<file path="src/rtl/risc_spm_pkg.sv">
// Shared definitions for the RISC stored-program machine: opcodes, FSM states
// and instruction field geometry.
package risc_spm_pkg;

    localparam int OPC_W = 4;

    localparam logic [OPC_W-1:0] OP_NOP  = 4'd0;
    localparam logic [OPC_W-1:0] OP_ADD  = 4'd1;
    localparam logic [OPC_W-1:0] OP_SUB  = 4'd2;
    localparam logic [OPC_W-1:0] OP_AND  = 4'd3;
    localparam logic [OPC_W-1:0] OP_NOT  = 4'd4;
    localparam logic [OPC_W-1:0] OP_RD   = 4'd5;
    localparam logic [OPC_W-1:0] OP_WR   = 4'd6;
    localparam logic [OPC_W-1:0] OP_BR   = 4'd7;
    localparam logic [OPC_W-1:0] OP_BRZ  = 4'd8;
    localparam logic [OPC_W-1:0] OP_BRC  = 4'd9;
    localparam logic [OPC_W-1:0] OP_CMP  = 4'd10;
    localparam logic [OPC_W-1:0] OP_LDI  = 4'd11;
    localparam logic [OPC_W-1:0] OP_HALT = 4'd15;

    typedef enum logic [2:0] {
        S_IDLE,
        S_FETCH,
        S_DEC,
        S_EX,
        S_OPND,
        S_DATA,
        S_HALT
    } state_e;

    // Width of each register-select field; the opcode takes the remaining 4 bits.
    function automatic int rsel_w(input int word_w);
        return (word_w - OPC_W) / 2;
    endfunction

endpackage

</file>
<file path="src/rtl/risc_alu_gen2.sv">
// Combinational ALU: ADD/SUB/AND/NOT/CMP with zero and carry/borrow generation.
module risc_alu_gen2
    import risc_spm_pkg::*;
#(
    parameter int WORD_W = 8
) (
    input  logic [OPC_W-1:0]  i_op,
    input  logic [WORD_W-1:0] i_dst_val,
    input  logic [WORD_W-1:0] i_src_val,
    input  logic              i_c,
    output logic [WORD_W-1:0] o_res,
    output logic              o_c,
    output logic              o_z,
    output logic              o_we
);

    logic [WORD_W:0] w_sum;
    logic [WORD_W:0] w_diff;

    assign w_sum  = {1'b0, i_dst_val} + {1'b0, i_src_val};
    // Top bit of the extended difference is the borrow out.
    assign w_diff = {1'b0, i_dst_val} - {1'b0, i_src_val};

    always_comb begin
        o_res = '0;
        o_c   = i_c;
        o_we  = 1'b0;
        case (i_op)
            OP_ADD: begin
                o_res = w_sum[WORD_W-1:0];
                o_c   = w_sum[WORD_W];
                o_we  = 1'b1;
            end
            OP_SUB: begin
                o_res = w_diff[WORD_W-1:0];
                o_c   = w_diff[WORD_W];
                o_we  = 1'b1;
            end
            OP_AND: begin
                o_res = i_dst_val & i_src_val;
                o_we  = 1'b1;
            end
            OP_NOT: begin
                o_res = ~i_src_val;
                o_we  = 1'b1;
            end
            OP_CMP: begin
                o_res = w_diff[WORD_W-1:0];
                o_c   = w_diff[WORD_W];
            end
            default: ;
        endcase
    end

    assign o_z = (o_res == '0);

endmodule

</file>
<file path="src/rtl/risc_spm_gen2.sv">
// Multi-cycle RISC stored-program machine with a single req/ack memory port
// shared by instruction fetch, operand fetch and data access.
module risc_spm_gen2
    import risc_spm_pkg::*;
#(
    parameter int WORD_W = 8
) (
    input  logic              clk,
    input  logic              rst,
    output logic              mem_req,
    output logic              mem_we,
    output logic [WORD_W-1:0] mem_addr,
    output logic [WORD_W-1:0] mem_wdata,
    input  logic [WORD_W-1:0] mem_rdata,
    input  logic              mem_ack,
    output logic [WORD_W-1:0] pc,
    output logic              halted,
    output logic              illegal
);

    localparam int RSEL_W = rsel_w(WORD_W);
    localparam int NREG   = 2**RSEL_W;

    state_e            r_state;
    logic [WORD_W-1:0] r_pc;
    logic [WORD_W-1:0] r_ir;
    logic [WORD_W-1:0] r_ar;
    logic [WORD_W-1:0] r_regs [NREG];
    logic              r_z;
    logic              r_c;
    logic              r_illegal;
    logic              r_halted;

    logic [OPC_W-1:0]  w_op;
    logic [RSEL_W-1:0] w_src;
    logic [RSEL_W-1:0] w_dst;
    logic [WORD_W-1:0] w_pc_inc;
    logic              w_taken;
    logic [WORD_W-1:0] w_alu_res;
    logic              w_alu_c;
    logic              w_alu_z;
    logic              w_alu_we;

    assign w_op     = r_ir[WORD_W-1 -: OPC_W];
    assign w_src    = r_ir[2*RSEL_W-1:RSEL_W];
    assign w_dst    = r_ir[RSEL_W-1:0];
    assign w_pc_inc = r_pc + 1'b1;
    assign w_taken  = ((w_op == OP_BRZ) && r_z) || ((w_op == OP_BRC) && r_c);

    risc_alu_gen2 #(.WORD_W(WORD_W)) u_alu (
        .i_op      (w_op),
        .i_dst_val (r_regs[w_dst]),
        .i_src_val (r_regs[w_src]),
        .i_c       (r_c),
        .o_res     (w_alu_res),
        .o_c       (w_alu_c),
        .o_z       (w_alu_z),
        .o_we      (w_alu_we)
    );

    // Memory port is a pure decode of registered state, so address/data hold
    // steady for the whole wait and drop the cycle after a reset edge.
    assign mem_req   = (r_state == S_FETCH) || (r_state == S_OPND) || (r_state == S_DATA);
    assign mem_we    = (r_state == S_DATA) && (w_op == OP_WR);
    assign mem_addr  = (r_state == S_DATA) ? r_ar : r_pc;
    assign mem_wdata = r_regs[w_src];
    assign pc        = r_pc;
    assign halted    = r_halted;
    assign illegal   = r_illegal;

    always_ff @(posedge clk) begin
        if (rst) begin
            r_state   <= S_IDLE;
            r_pc      <= '0;
            r_ir      <= '0;
            r_ar      <= '0;
            r_z       <= 1'b0;
            r_c       <= 1'b0;
            r_illegal <= 1'b0;
            r_halted  <= 1'b0;
            for (int i = 0; i < NREG; i++) r_regs[i] <= '0;
        end else begin
            case (r_state)
                S_IDLE: r_state <= S_FETCH;

                S_FETCH: begin
                    if (mem_ack) begin
                        r_ir    <= mem_rdata;
                        r_pc    <= w_pc_inc;
                        r_state <= S_DEC;
                    end
                end

                S_DEC: begin
                    case (w_op)
                        OP_NOP: r_state <= S_FETCH;
                        OP_ADD, OP_SUB, OP_AND, OP_NOT, OP_CMP: r_state <= S_EX;
                        OP_RD, OP_WR, OP_LDI, OP_BR: r_state <= S_OPND;
                        OP_BRZ, OP_BRC: begin
                            // Untaken: step over the target word.
                            if (w_taken) r_state <= S_OPND;
                            else begin
                                r_pc    <= w_pc_inc;
                                r_state <= S_FETCH;
                            end
                        end
                        OP_HALT: begin
                            r_halted <= 1'b1;
                            r_state  <= S_HALT;
                        end
                        default: begin
                            r_illegal <= 1'b1;
                            r_halted  <= 1'b1;
                            r_state   <= S_HALT;
                        end
                    endcase
                end

                S_EX: begin
                    if (w_alu_we) r_regs[w_dst] <= w_alu_res;
                    r_z     <= w_alu_z;
                    r_c     <= w_alu_c;
                    r_state <= S_FETCH;
                end

                S_OPND: begin
                    if (mem_ack) begin
                        case (w_op)
                            OP_LDI: begin
                                r_regs[w_dst] <= mem_rdata;
                                r_pc          <= w_pc_inc;
                                r_state       <= S_FETCH;
                            end
                            OP_RD, OP_WR: begin
                                r_ar    <= mem_rdata;
                                r_pc    <= w_pc_inc;
                                r_state <= S_DATA;
                            end
                            default: begin
                                r_pc    <= mem_rdata;
                                r_state <= S_FETCH;
                            end
                        endcase
                    end
                end

                S_DATA: begin
                    if (mem_ack) begin
                        if (w_op == OP_RD) r_regs[w_dst] <= mem_rdata;
                        r_state <= S_FETCH;
                    end
                end

                S_HALT: r_state <= S_HALT;

                default: r_state <= S_IDLE;
            endcase
        end
    end

endmodule
</file>
<file path="config.mk">
export PLATFORM = sky130hd
export DESIGN_NAME = risc_spm_gen2
export DESIGN_NICKNAME = d
export VERILOG_FILES = /design/src/rtl/risc_spm_pkg.sv /design/src/rtl/risc_alu_gen2.sv /design/src/rtl/risc_spm_gen2.sv
export SDC_FILE = /design/constraint.sdc
export NUM_CORES = 1
export LEC_CHECK = 0
export CORE_ASPECT_RATIO = 1.2
export CORE_UTILIZATION = 41
export DETAILED_ROUTE_END_ITERATION = 16
export GPL_ROUTABILITY_DRIVEN = 0
export PLACE_DENSITY = 0.68
export SETUP_SLACK_MARGIN = 0.2
export SLEW_MARGIN = 20
export SYNTH_ARGS = -nofsm -noshare
export SYNTH_HDL_FRONTEND = slang
export SYNTH_SLANG_ARGS = --single-unit
</file>
<file path="constraint.sdc">
create_clock -name clk -period 9.8 [get_ports clk]
set_clock_uncertainty 0.2 [all_clocks]
set_input_delay 1.47 -clock clk [delete_from_list [all_inputs] [get_ports clk]]
set_output_delay 1.47 -clock clk [all_outputs]
set_load 0.05 [all_outputs]
</file>
[Yosys cells after proc, flatten, opt, wreduce, memory -nomap -nowiden]
Memories as Yosys holds them, arrays and structs flattened. A register that Yosys moved wholly into a read port is not among the register bits.
Cells that the tools add are included.
Word-level totals
  register bits: 31
  RAM bits: 32
  output and inout bits: 28
  memories kept: 1
Memories
  r_regs: words 4, bits a word 8, read ports 2, clocked after Yosys merged registers in 2, wr ports 4, RTL line risc_spm_gen2.sv:28  | logic [WORD_W-1:0] r_regs [NREG];
Cells by class
  $add $sub $neg: 3
  equality and inequality tests: 23
  multiplexer cells: 42
  bitwise operators: 6
  reductions and logical operators: 29
Operators by type and width (count)
  $mux 8: 9
  $pmux 8 s4: 1
  $pmux 8 s3: 1
  $eq 4x4->1 const B: 5
  $mux 1: 18
  $pmux 3 s6: 1
  $eq 4x3->1 const B: 4
  $mux 3: 5
  $reduce_or 13->1: 1
  $pmux 3 s4: 1
  $reduce_or 12->1: 1
  $mux 2: 5
  $ne 2x2->1 const B: 5
  $add 8x8->9: 1
  $eq 3x3->1 const B: 3
  $sub 8x8->9: 1
  $add 8x1->8 const B: 1
  $and 8x8->8: 1
  $eq 4x2->1 const B: 2
  $logic_not 8->1: 1
  $not 8->8: 1
  $reduce_and 2->1: 4
  $reduce_or 2->1: 4
  $reduce_or 4->1: 2
  17 further kinds: 25

[Longest topological paths before layout]
Gate-level depths: netlist of the first run.
  word-level depth: 11
  mapped depth: 13
  depth with buffers taken out: 12

[Cells and area by module]
Synthesis of the first run repeated with hierarchy kept, for this count alone.
Unflattened totals
  cells, all modules: 463
  area total of the unflattened synthesis: 4433.0 µm²
By module, submodules not included
  risc_spm_gen2: instances 1, cells an instance 316, area each 3329.4 µm², sequential area each 1661.6 µm²
  risc_alu_gen2: instances 1, cells an instance 147, area each 1103.6 µm², sequential area each 0.0 µm²

[Worst setup path before layout of the first run]
OpenSTA, ideal clock, no wires.
  kind: register to register
  start: reg (tool-made name)
  end: mem r_regs[2][7], data pin
  setup time: 0.266 ns
  data arrival time: 3.114 ns
  slack: 6.220 ns
  stages on the path, launching flop included: 12
  path buffers: 2
  cells stage by stage: dfxtp_1 clkbuf_1 mux4_2 ha_1 clkbuf_1 or2_2 or3_1 o221ai_1 xor2_1 o2111ai_1 a22oi_1 nor2_1
RTL lines (RTL line)
  end: declaration: risc_spm_gen2.sv:28

==> results of run 1 <==
==> final timing paths <==
path,startpoint,to,slack (ns),cells past startpoint
hold / removal,r_ir[3]$_SDFFE_PP0P_,flip-flop,0.27,2
setup / recovery,flip-flop,mem_wdata[1],5.78,2
setup reg to reg,flip-flop,r_regs[2][7]$_SDFFCE_PN0P_,5.80,10
hold reg to reg,r_ir[3]$_SDFFE_PP0P_,flip-flop,0.27,2
==> worst max-delay path, delay by kind of cell, from the launching register on <==
family,cells,cell delay (ns)
buf+inv,1,0.73
flops,1,0.63
mux,1,0.66
==> cell usage in the layout, fill, tap and decap left out, types with 3 or more instances in the layout <==
master / Yosys / final
nor2b_1: 5 / 5
o31ai_1: 3 / 3
a2bb2oi_1: 3 / 3
o21ai_0: 16 / 16
ha_1: 18 / 18
a22oi_1: 8 / 8
or3_1: 7 / 7
xnor2_1: 6 / 6
a21oi_1: 32 / 32
o22a_1: 3 / 3
nand2_1: 38 / 38
clkdlybuf4s50_1: 0 / 38
nor2_1: 67 / 67
dfxtp_1: 35 / 35
xor2_1: 3 / 3
a211oi_1: 5 / 5
edfxtp_1: 32 / 32
o22ai_1: 3 / 3
nand2b_1: 13 / 13
nor3_1: 3 / 3
clkbuf_1: 14 / 3
nand3_1: 6 / 6
mux2i_1: 12 / 12
o221ai_1: 3 / 3
mux4_2: 16 / 16
clkbuf_16: 0 / 10
inv_1: 23 / 23
mux2_2: 8 / 8
==> stage by stage <==
| stage | hold WS (ns) | instances |
|---|---|---|
| floorplan | 0.236 | 448 |
| global placement | 0.255 | 584 |
| detailed placement | 0.262 | 584 |
| CTS | 0.265 | 600 |
| global route | 0.294 | 600 |
| finish | 0.267 | 600 |
==> registers in the layout, indices dropped and copies added, names as in the netlist, named ones only <==
name / count
r_regs: 32
pc: 8
r_ar: 8
r_ir: 8
r_state: 3
halted: 1
illegal: 1
r_c: 1
r_z: 1
==> layer usage <==
layer	share of wire	wire (um)	GRT usage
met5	0	0	0
met3	0.038	393	0.0287
met4	0.021	218	0.0970
met1	0.42	4360	0.253
met2	0.52	5370	0.350
==> power breakdown <==
part | switching, mW | internal [mW] | leakage, nW | total, mW
logic | 0.0788 | 0.0523 | 1.08 | 0.131
clock network | 0.110 | 0.193 | 0.142 | 0.303
registers | 0.0112 | 0.301 | 0.614 | 0.313
total | 0.200 | 0.546 | 1.83 | 0.747
==> final cells by class <==
class | instances | share of cell area
clock inverter | 2 | 0.00202
tap | 126 | 0.0318
timing repair buffer | 40 | 0.0796
inverter | 23 | 0.0174
clock buffer | 14 | 0.0554
sequential | 67 | 0.335
multi-input combinational | 328 | 0.479
==> kinds of logic (layout without fill, tap and decap cells) <==
kind of cell	Yosys count	in the layout	synth area share
XOR/XNOR	9	9	0.0185
AO/OA/AOI/OAI	100	100	0.155
AND/OR/NAND/NOR	163	163	0.187
flip-flops	67	67	0.389
adder cells (fa/ha/maj)	20	20	0.0622
buffers and inverters	53	79	0.0548
multiplexers	36	36	0.134
==> results.sh, run 1 <==
export IMPL_drive_gt1_frac=0.114
export IMPL_tightest_slew_ns=1.06
export IMPL_syn_avg_cell_area_um2=9.53
export IMPL_crit_arrival_ns=2.35
export IMPL_drtIter0Drc=243
export IMPL_cp_slowest_stage_delay_ns=0.73
export IMPL_grt_pass1_wl_um=16800
export IMPL_grt_pass1_vias=3350
export IMPL_max_freq_mhz=249
export IMPL_clock_latency_ns=0.33
export IMPL_clockBufferDepth=2
export IMPL_root_buffer="clkbuf_16"
export IMPL_async_reset_ff_frac=0
export IMPL_finalCriticalPeriod_ns=4.02
export IMPL_vias=3443
export IMPL_finalPower_mw=0.747
export IMPL_slew_viol_final=0
export IMPL_postRouteAntennaNets=0
export IMPL_yosysTopAreaCellShare=0.225
export IMPL_synth_seq_cells=67
export IMPL_cp_required_ns=8.13
export IMPL_yosysTopAreaCell="edfxtp_1"
export IMPL_design_die_area_um2=10800
export IMPL_cts_tree="done"
export IMPL_fin_area_um2=4960
export IMPL_yosysWarningCount=0
export IMPL_core_area_um2=10100
export IMPL_final_setup_worst_slack_ns=5.78
export IMPL_dr_pass1_iters=5
export IMPL_grt_max_degree=40
export IMPL_outcome="finished, final reports clean"
export IMPL_fin_util=0.494
export IMPL_synth_distinct_cells=68
export IMPL_power_density_nw_per_um2=150
export IMPL_fillCellCount=910
export IMPL_area_growth_pct=16.3
export IMPL_clock_sinks=67
export IMPL_synth_commonest_cells="nor2_1, nand2_1, dfxtp_1"
export IMPL_synth_most_common_cell="nor2_1"
export IMPL_htree_levels=3
export IMPL_cp_max_fo=8
export IMPL_drc=0
export IMPL_synthCells=448
export IMPL_cp_end_kind="output port"
export IMPL_final_hold_viol_count=0
export IMPL_hold_path_class="reg2reg"
export IMPL_n_antenna_cell=0
export IMPL_finalCritPeriodShare=0.410
export IMPL_place_area_um2=4680
export IMPL_hpwl_um=7990
export IMPL_yosysSeqAreaShare=0.389
export IMPL_multi_input_area_um2=2380
export IMPL_start_kind="flip-flop"
export IMPL_wl_per_cell_um=17.2
export IMPL_maxSlewHeadroom=0.289
export IMPL_synth_nets=479
export IMPL_postCtsHoldBufs=0
export IMPL_p_leak_nw=1.83
export IMPL_synth_main_ff_cell="dfxtp_1"
export IMPL_overflow=0
export IMPL_port_buffers=38
export IMPL_nets=500
export IMPL_rsz0062_at_grt="false"
export IMPL_postCtsSetupBuffers=0
export IMPL_tns_ns=0
export IMPL_worstPathCellList="mux4_2, clkdlybuf4s50_1"
export IMPL_initial_core_util=0.424
export IMPL_cts_clk_slew_worst_paths_ns=0.05
export IMPL_ir_worst_vdd_uv=76.9
export IMPL_die_w_um=95.1
export IMPL_crit_slowest_cell="clkdlybuf4s50_1"
export IMPL_final_setup_viol_count=0
export IMPL_cts_inserted_buffers=9
export IMPL_routed_wirelength_um=10300
export IMPL_drv_cap=0
export IMPL_antenna_found_initial=0
export IMPL_synth_area_leaders="edfxtp_1, dfxtp_1, mux4_2, nor2_1, ha_1"
export IMPL_synth_area_um2=4270
export IMPL_dp_slack_ns=5.63
export IMPL_grtUsageTotal=0.205
export IMPL_ctsResizeCount=0
export IMPL_ff_latch_area_um2=1660
export IMPL_via_per_inst=5.74
export IMPL_synth_edf_count=32
export IMPL_num_rows=40
export IMPL_die_h_um=114
export IMPL_io_pins=39
export IMPL_path_class="reg2out"
Power figures use the tool's default switching activity.
==> run 2: changes to the inputs <==
--- a/config.mk
+++ b/config.mk
@@ -9,7 +9,7 @@
 export CORE_UTILIZATION = 41
 export DETAILED_ROUTE_END_ITERATION = 16
 export GPL_ROUTABILITY_DRIVEN = 0
-export PLACE_DENSITY = 0.68
+export PLACE_DENSITY = 0.7
 export SETUP_SLACK_MARGIN = 0.2
 export SLEW_MARGIN = 20
 export SYNTH_ARGS = -nofsm -noshare
==> constraint.sdc (replaced) <==
create_clock -name clk -period 3.45 [get_ports clk]
set_clock_uncertainty 0.2 [all_clocks]
set_input_delay 0.5175 -clock clk [delete_from_list [all_inputs] [get_ports clk]]
set_output_delay 0.5175 -clock clk [all_outputs]
set_load 0.05 [all_outputs]
==> run 2 against run 1 <==
Compared with the run above:
- non-clock buffer count grew 42
- power rose to 3.1 times the previous value
- largest cell class unchanged
- design area up 12%
- count of clock-buffer cells in the layout fell by 2
- register-to-register slack worse by 5.6 ns
- core utilization up 6.0 points
- final cell count increased by 7.0%
- critical path type is now reg2reg
- sequential power grew to 2.8 times the previous value
- sequential cell count unchanged
==> results.sh, run 2 (synthesis results as in run 1) <==
export IMPL_finalCritPeriodShare=0.943
export IMPL_hold_slack_ns=0.258
export IMPL_hold_path_class="reg2reg"
export IMPL_maxSlewHeadroom=0.589
export IMPL_htree_levels=3
export IMPL_crit_arrival_ns=3.14
export IMPL_rsz0062_at_grt="true"
export IMPL_fin_util=0.553
export IMPL_path_buf_inv=4
export IMPL_cts_clk_slew_worst_paths_ns=0.05
export IMPL_slew_viol_final=0
export IMPL_design_die_area_um2=10800
export IMPL_grt_pass1_vias=3559
export IMPL_routed_wirelength_um=10900
export IMPL_root_buffer="clkbuf_16"
export IMPL_start_kind="flip-flop"
export IMPL_nets=542
export IMPL_finalCriticalPeriod_ns=3.25
export IMPL_via_per_inst=5.57
export IMPL_max_freq_mhz=307
export IMPL_dr_pass1_iters=5
export IMPL_worstPathCellList="buf_4, mux4_2, buf_4, fa_2, a21o_1, a21oi_2, buf_4, o32a_1, o221a_4, a2bb2oi_2, buf_6, nor2_1"
export IMPL_final_hold_viol_count=0
export IMPL_drc=0
export IMPL_power_density_nw_per_um2=413
export IMPL_cts_inserted_buffers=9
export IMPL_overflow=0
export IMPL_grtUsageTotal=0.210
export IMPL_cp_end_kind="flip-flop"
export IMPL_drtIter0Drc=209
export IMPL_core_area_um2=10100
export IMPL_postRouteAntennaNets=0
export IMPL_final_setup_viol_count=0
export IMPL_multi_input_area_um2=2630
export IMPL_io_pins=39
export IMPL_initial_core_util=0.424
export IMPL_num_rows=40
export IMPL_final_common_cell="nor2_1"
export IMPL_p_leak_nw=2.07
export IMPL_wl_per_cell_um=17.0
export IMPL_outcome="finished, final reports clean"
export IMPL_die_w_um=95.1
export IMPL_vias=3574
export IMPL_ff_latch_area_um2=1670
export IMPL_top_register="r_regs"
export IMPL_grt_pass1_wl_um=17300
export IMPL_crit_slowest_cell="mux4_2"
export IMPL_area_growth_pct=30.5
export IMPL_largest_reg_flops=32
export IMPL_cp_max_fo=4
export IMPL_drv_cap=0
export IMPL_mostFrequentLayoutCells="nor2_1, buf_4, nand2_1, clkdlybuf4s50_1, dfxtp_1"
export IMPL_cts_tree="done"
export IMPL_cp_required_ns=3.33
export IMPL_n_antenna_cell=0
export IMPL_port_buffers=38
export IMPL_critPathMostFrequentCell="buf_4"
export IMPL_clock_sinks=67
export IMPL_path_class="reg2reg"
export IMPL_grt_max_degree=31
export IMPL_clock_latency_ns=0.33
export IMPL_die_h_um=114
export IMPL_cp_slowest_stage_delay_ns=0.59
export IMPL_antenna_found_initial=0
export IMPL_ir_worst_vdd_uv=245
export IMPL_hpwl_um=7960
export IMPL_clockBufferDepth=2
export IMPL_tightest_slew_ns=0.615
export IMPL_cpLargestDelayFamily="compound AO/OA/AOI/OAI gates"
export IMPL_fillCellCount=817
export IMPL_drive_gt1_frac=0.267
[run 2: cell types whose count changed in the layout (fill, tap and decap cells not counted), moves of 3 or more]
| cell | delta |
|---|---|
| buf_4 | +40 |
| inv_1 | -9 |
| ha_1 | -8 |
| inv_2 | +8 |
| ha_4 | +7 |
| a21oi_1 | -6 |
| a21oi_2 | +6 |
| o21ai_0 | -3 |
[run 2: worst min-delay path: stages, from the launching register on]
cell     delay (ns)
dfxtp_1        0.29
nand2_1        0.05
a21oi_1        0.07
[run 2: worst paths after layout]
path,start,endpoint,slack (ns),depth (start not counted)
worst min-delay path,r_ir[2]$_SDFFE_PP0P_,flip-flop,0.26,2
worst min register to register,r_ir[2]$_SDFFE_PP0P_,flip-flop,0.26,2
worst max register to register,flip-flop,r_regs[1][6]$_SDFFCE_PN0P_,0.20,12
worst max-delay path,flip-flop,r_regs[1][6]$_SDFFCE_PN0P_,0.20,12
[run 2: power by group]
part           total, mW  switching, mW  internal (mW)
clock network      0.923          0.322          0.601
registers          0.883         0.0277          0.855
logic              0.495          0.271          0.223
total               2.30          0.621           1.68
[run 2: layout make-up]
type,instances,share of cell area
Timing Repair Buffer,82,0.130
Sequential cell,67,0.300
Clock buffer,12,0.0463
Clock inverter,4,0.00854
Multi-Input combinational cell,328,0.471
Tap cell,126,0.0283
Inverter,23,0.0160
[run 2: routing by layer]
layer / share of wire / track usage / vias up / wire length, um
met5: 0 / 0 / - / 0
met4: 0.050 / 0.126 / 0 / 544
met3: 0.030 / 0.0287 / 37 / 323
met2: 0.50 / 0.352 / 73 / 5420
met1: 0.42 / 0.253 / 1718 / 4610
li1: - / - / 1746 / -
[run 2: what timing repair did]
action                                  4_1_cts  5_1_grt
cloned                                        0        0
pin swaps                                    12       18
hold buffers                                  0        0
buffers inserted                              8        8
endpoints found under the setup margin       25       26
gates resized for setup                      26       28
endpoints found under the hold margin         0        0
[run 2: stage by stage]
| stage | setup slack [ns] | area [um^2] | TNS (ns) | cells | total power, mW |
|---|---|---|---|---|---|
| final | 0.198 | 5570 | 0 | 642 | 2.30 |
| after global placement | -0.0575 | 4900 | -0.418 | 610 | 1.30 |
| after global routing | 0.107 | 5570 | 0 | 642 | 2.38 |
| after detailed placement | -0.0600 | 4900 | -0.298 | 610 | 1.30 |
| after floorplan | 0.0688 | 4320 | 0 | 448 | 1.18 |
| after CTS | 0.191 | 5400 | 0 | 634 | 2.26 |
==> RTL edit (config.mk and constraints of run 2) <==
Make the reset (`rst`) asynchronous in one clocked block.
--- a/src/rtl/risc_spm_gen2.sv
+++ b/src/rtl/risc_spm_gen2.sv
@@ -70,3 +70,3 @@
 
-    always_ff @(posedge clk) begin
+    always_ff @(posedge clk or posedge rst) begin
         if (rst) begin
Function: differs if rst is asserted again (counterexample within 4 cycles, from zero or initial values and one cycle with rst high); with rst held inactive, the same outputs for 4 cycles.
==> RTL edit against run 2 <==
- the flow now finishes with violations (negative setup slack)
- critical endpoint is now r_regs[31]
- die area increased by 4.8%
- worst setup slack worse by 0.23 ns
- routed wire length rose by 14%
- critical path depth fell by 2
- non-clock buffer count is 8 higher
- cell area is 4.4% higher
- synthesized cell count fell by 2.2%
- area after synthesis increased by 4.9%
- sequential share of layout area is 2.8 points lower
- core utilization shrank 0.36 points
- sequential cell count fell by 4
Power is not shown: default switching activity piles up to over one toggle a cycle in this logic, so the estimate is an artifact.
==> RTL edit: results (changes against run 2) <==
[outcome]
status=complete, but fails checks  ; was finished, final reports clean
violations=negative setup slack

[placement]
dp.cells=620  ; was 610
numPortBuffers=38  ; unchanged
placed_area_mm2=0.00524  ; was 0.00490 mm^2
dp_slack_ns=-0.138  ; was -0.0600 ns
hpwl_um=8790  ; was 7960 um

[setup_path]
slowest_stage=mux4_2  ; unchanged
path_max_fanout=5  ; was 4
crit_family=multiplexers  ; was compound AO/OA/AOI/OAI gates
max_stage_delay_ns=0.55  ; was 0.59 ns
crit_arrival_ns=3.49  ; was 3.14 ns

[synth]
synth-compound-area-share_pct=14.5  ; was 15.5%
ys_async_sr_fraction_pct=100  ; was 0%
synthAdderAreaFrac_pct=5.92  ; was 6.22%
synth_common_cells=63 x dfrtp_1, 51 x mux2_2, 38 x nand2_1  ; was 67 x nor2_1, 38 x nand2_1, 35 x dfxtp_1
synth.area.mux_share_pct=21.1  ; was 13.4%
avgSynthCellArea_um2=10.2  ; was 9.53 um^2
seq_area_frac_synth_pct=35.2  ; was 38.9%
synth_nets=469  ; was 479
yosysUniqueCellTypes=62  ; was 68
synthTopCellsByArea=dfrtp_1 35%, mux2_2 13%, mux4_2 8.0%, ha_1 5.0%, nand2_1 3.2%  ; was edfxtp_1 23%, dfxtp_1 16%, mux4_2 8.4%, nor2_1 5.9%, ha_1 5.3%
yosys.area_share.xor_xnor_pct=2.54  ; was 1.85%

[global_routing]
antenna_found_initial=0  ; unchanged
grt_max_degree=64  ; was 31
grt.total_usage_pct=22.5  ; was 21.0%
grt_pass1_vias=3883  ; was 3,559
grt_pass1_wl_um=20200  ; was 17,300 um

[timing]
fin_setup_tns_ns=-0.0979  ; was 0 ns
setup_slack_ns=-0.0302  ; was 0.198 ns
tightestPinTransition_ns=0.821  ; was 0.615 ns
setup_violations=4  ; was 0

[route]
post_drt_wl_per_cell_um=19.2  ; was 17.0 um
drt-initial-drc-count=247  ; was 209
wl_um=12500  ; was 10,900 um
drt-vias-per-instance=5.98  ; was 5.57
drt_pass1_iterations=5  ; unchanged

[clock_tree]
clk_latency_ns=0.33  ; about the same
htree_levels=3  ; unchanged

[final_layout]
nets=545  ; was 542
largest_reg_flops=32  ; unchanged
drive_gt1_share_pct=35.5  ; was 26.7%
regMostFlops=r_regs  ; unchanged

## RTL edit: cell count changes in the layout (fill, tap and decap cells not counted), sizes merged, moves of 10 or more
cell	change
o21ai	+10
edfxtp	-32
a21oi	-14
nor2	-35
dfrtp	+63
mux2	+43
dfxtp	-35
mux2i	-11
## RTL edit: cell families (layout without fill, tap and decap cells)
| group | Yosys count | count (layout) |
|---|---|---|
| flops | 63 | 63 |
| fa+ha+maj | 20 | 20 |
| compound gates | 98 | 98 |
| simple gates | 134 | 134 |
| buf+inv | 42 | 122 |
| xor+xnor | 13 | 13 |
| mux | 68 | 68 |
## RTL edit: worst paths after layout
| check | from | to | slack [ns] | cells after the start |
|---|---|---|---|---|
| worst max-delay path | r_ir[0] | r_regs[31] | -0.03 | 10 |
| worst min-delay path | halted | halted | 0.26 | 1 |
| worst max register to register | r_ir[0] | r_regs[31] | -0.03 | 10 |
| worst min register to register | halted | halted | 0.26 | 1 |
| max in group asynchronous | rst | r_ir[2] | 1.92 | 3 |
| min in group asynchronous | rst | r_ar[0] | 0.56 | 3 |
## RTL edit: routing by layer
metal / wire (um) / GRT usage, % / vias up
met5: 0 / 0 / -
met1: 5120 / 27.6 / 1928
met3: 476 / 3.53 / 39
met2: 6380 / 38.6 / 140
li1: - / - / 1761
met4: 476 / 11.7 / 0
## RTL edit: area by class of cell
cell class / count / area, um^2
well taps: 129 / 161
inverters: 17 / 63.8
multi-input cells: 333 / 2920
clock inverters: 3 / 43.8
flip-flops and latches: 63 / 1580
repair buffers: 90 / 801
fillers: 875 / 4760
clock buffers: 12 / 246
## RTL edit: timing repair
item	4_1_cts	5_1_grt
buffers inserted	10	2
resized for setup	23	23
pin swaps	6	3
endpoints found under the setup margin	30	37
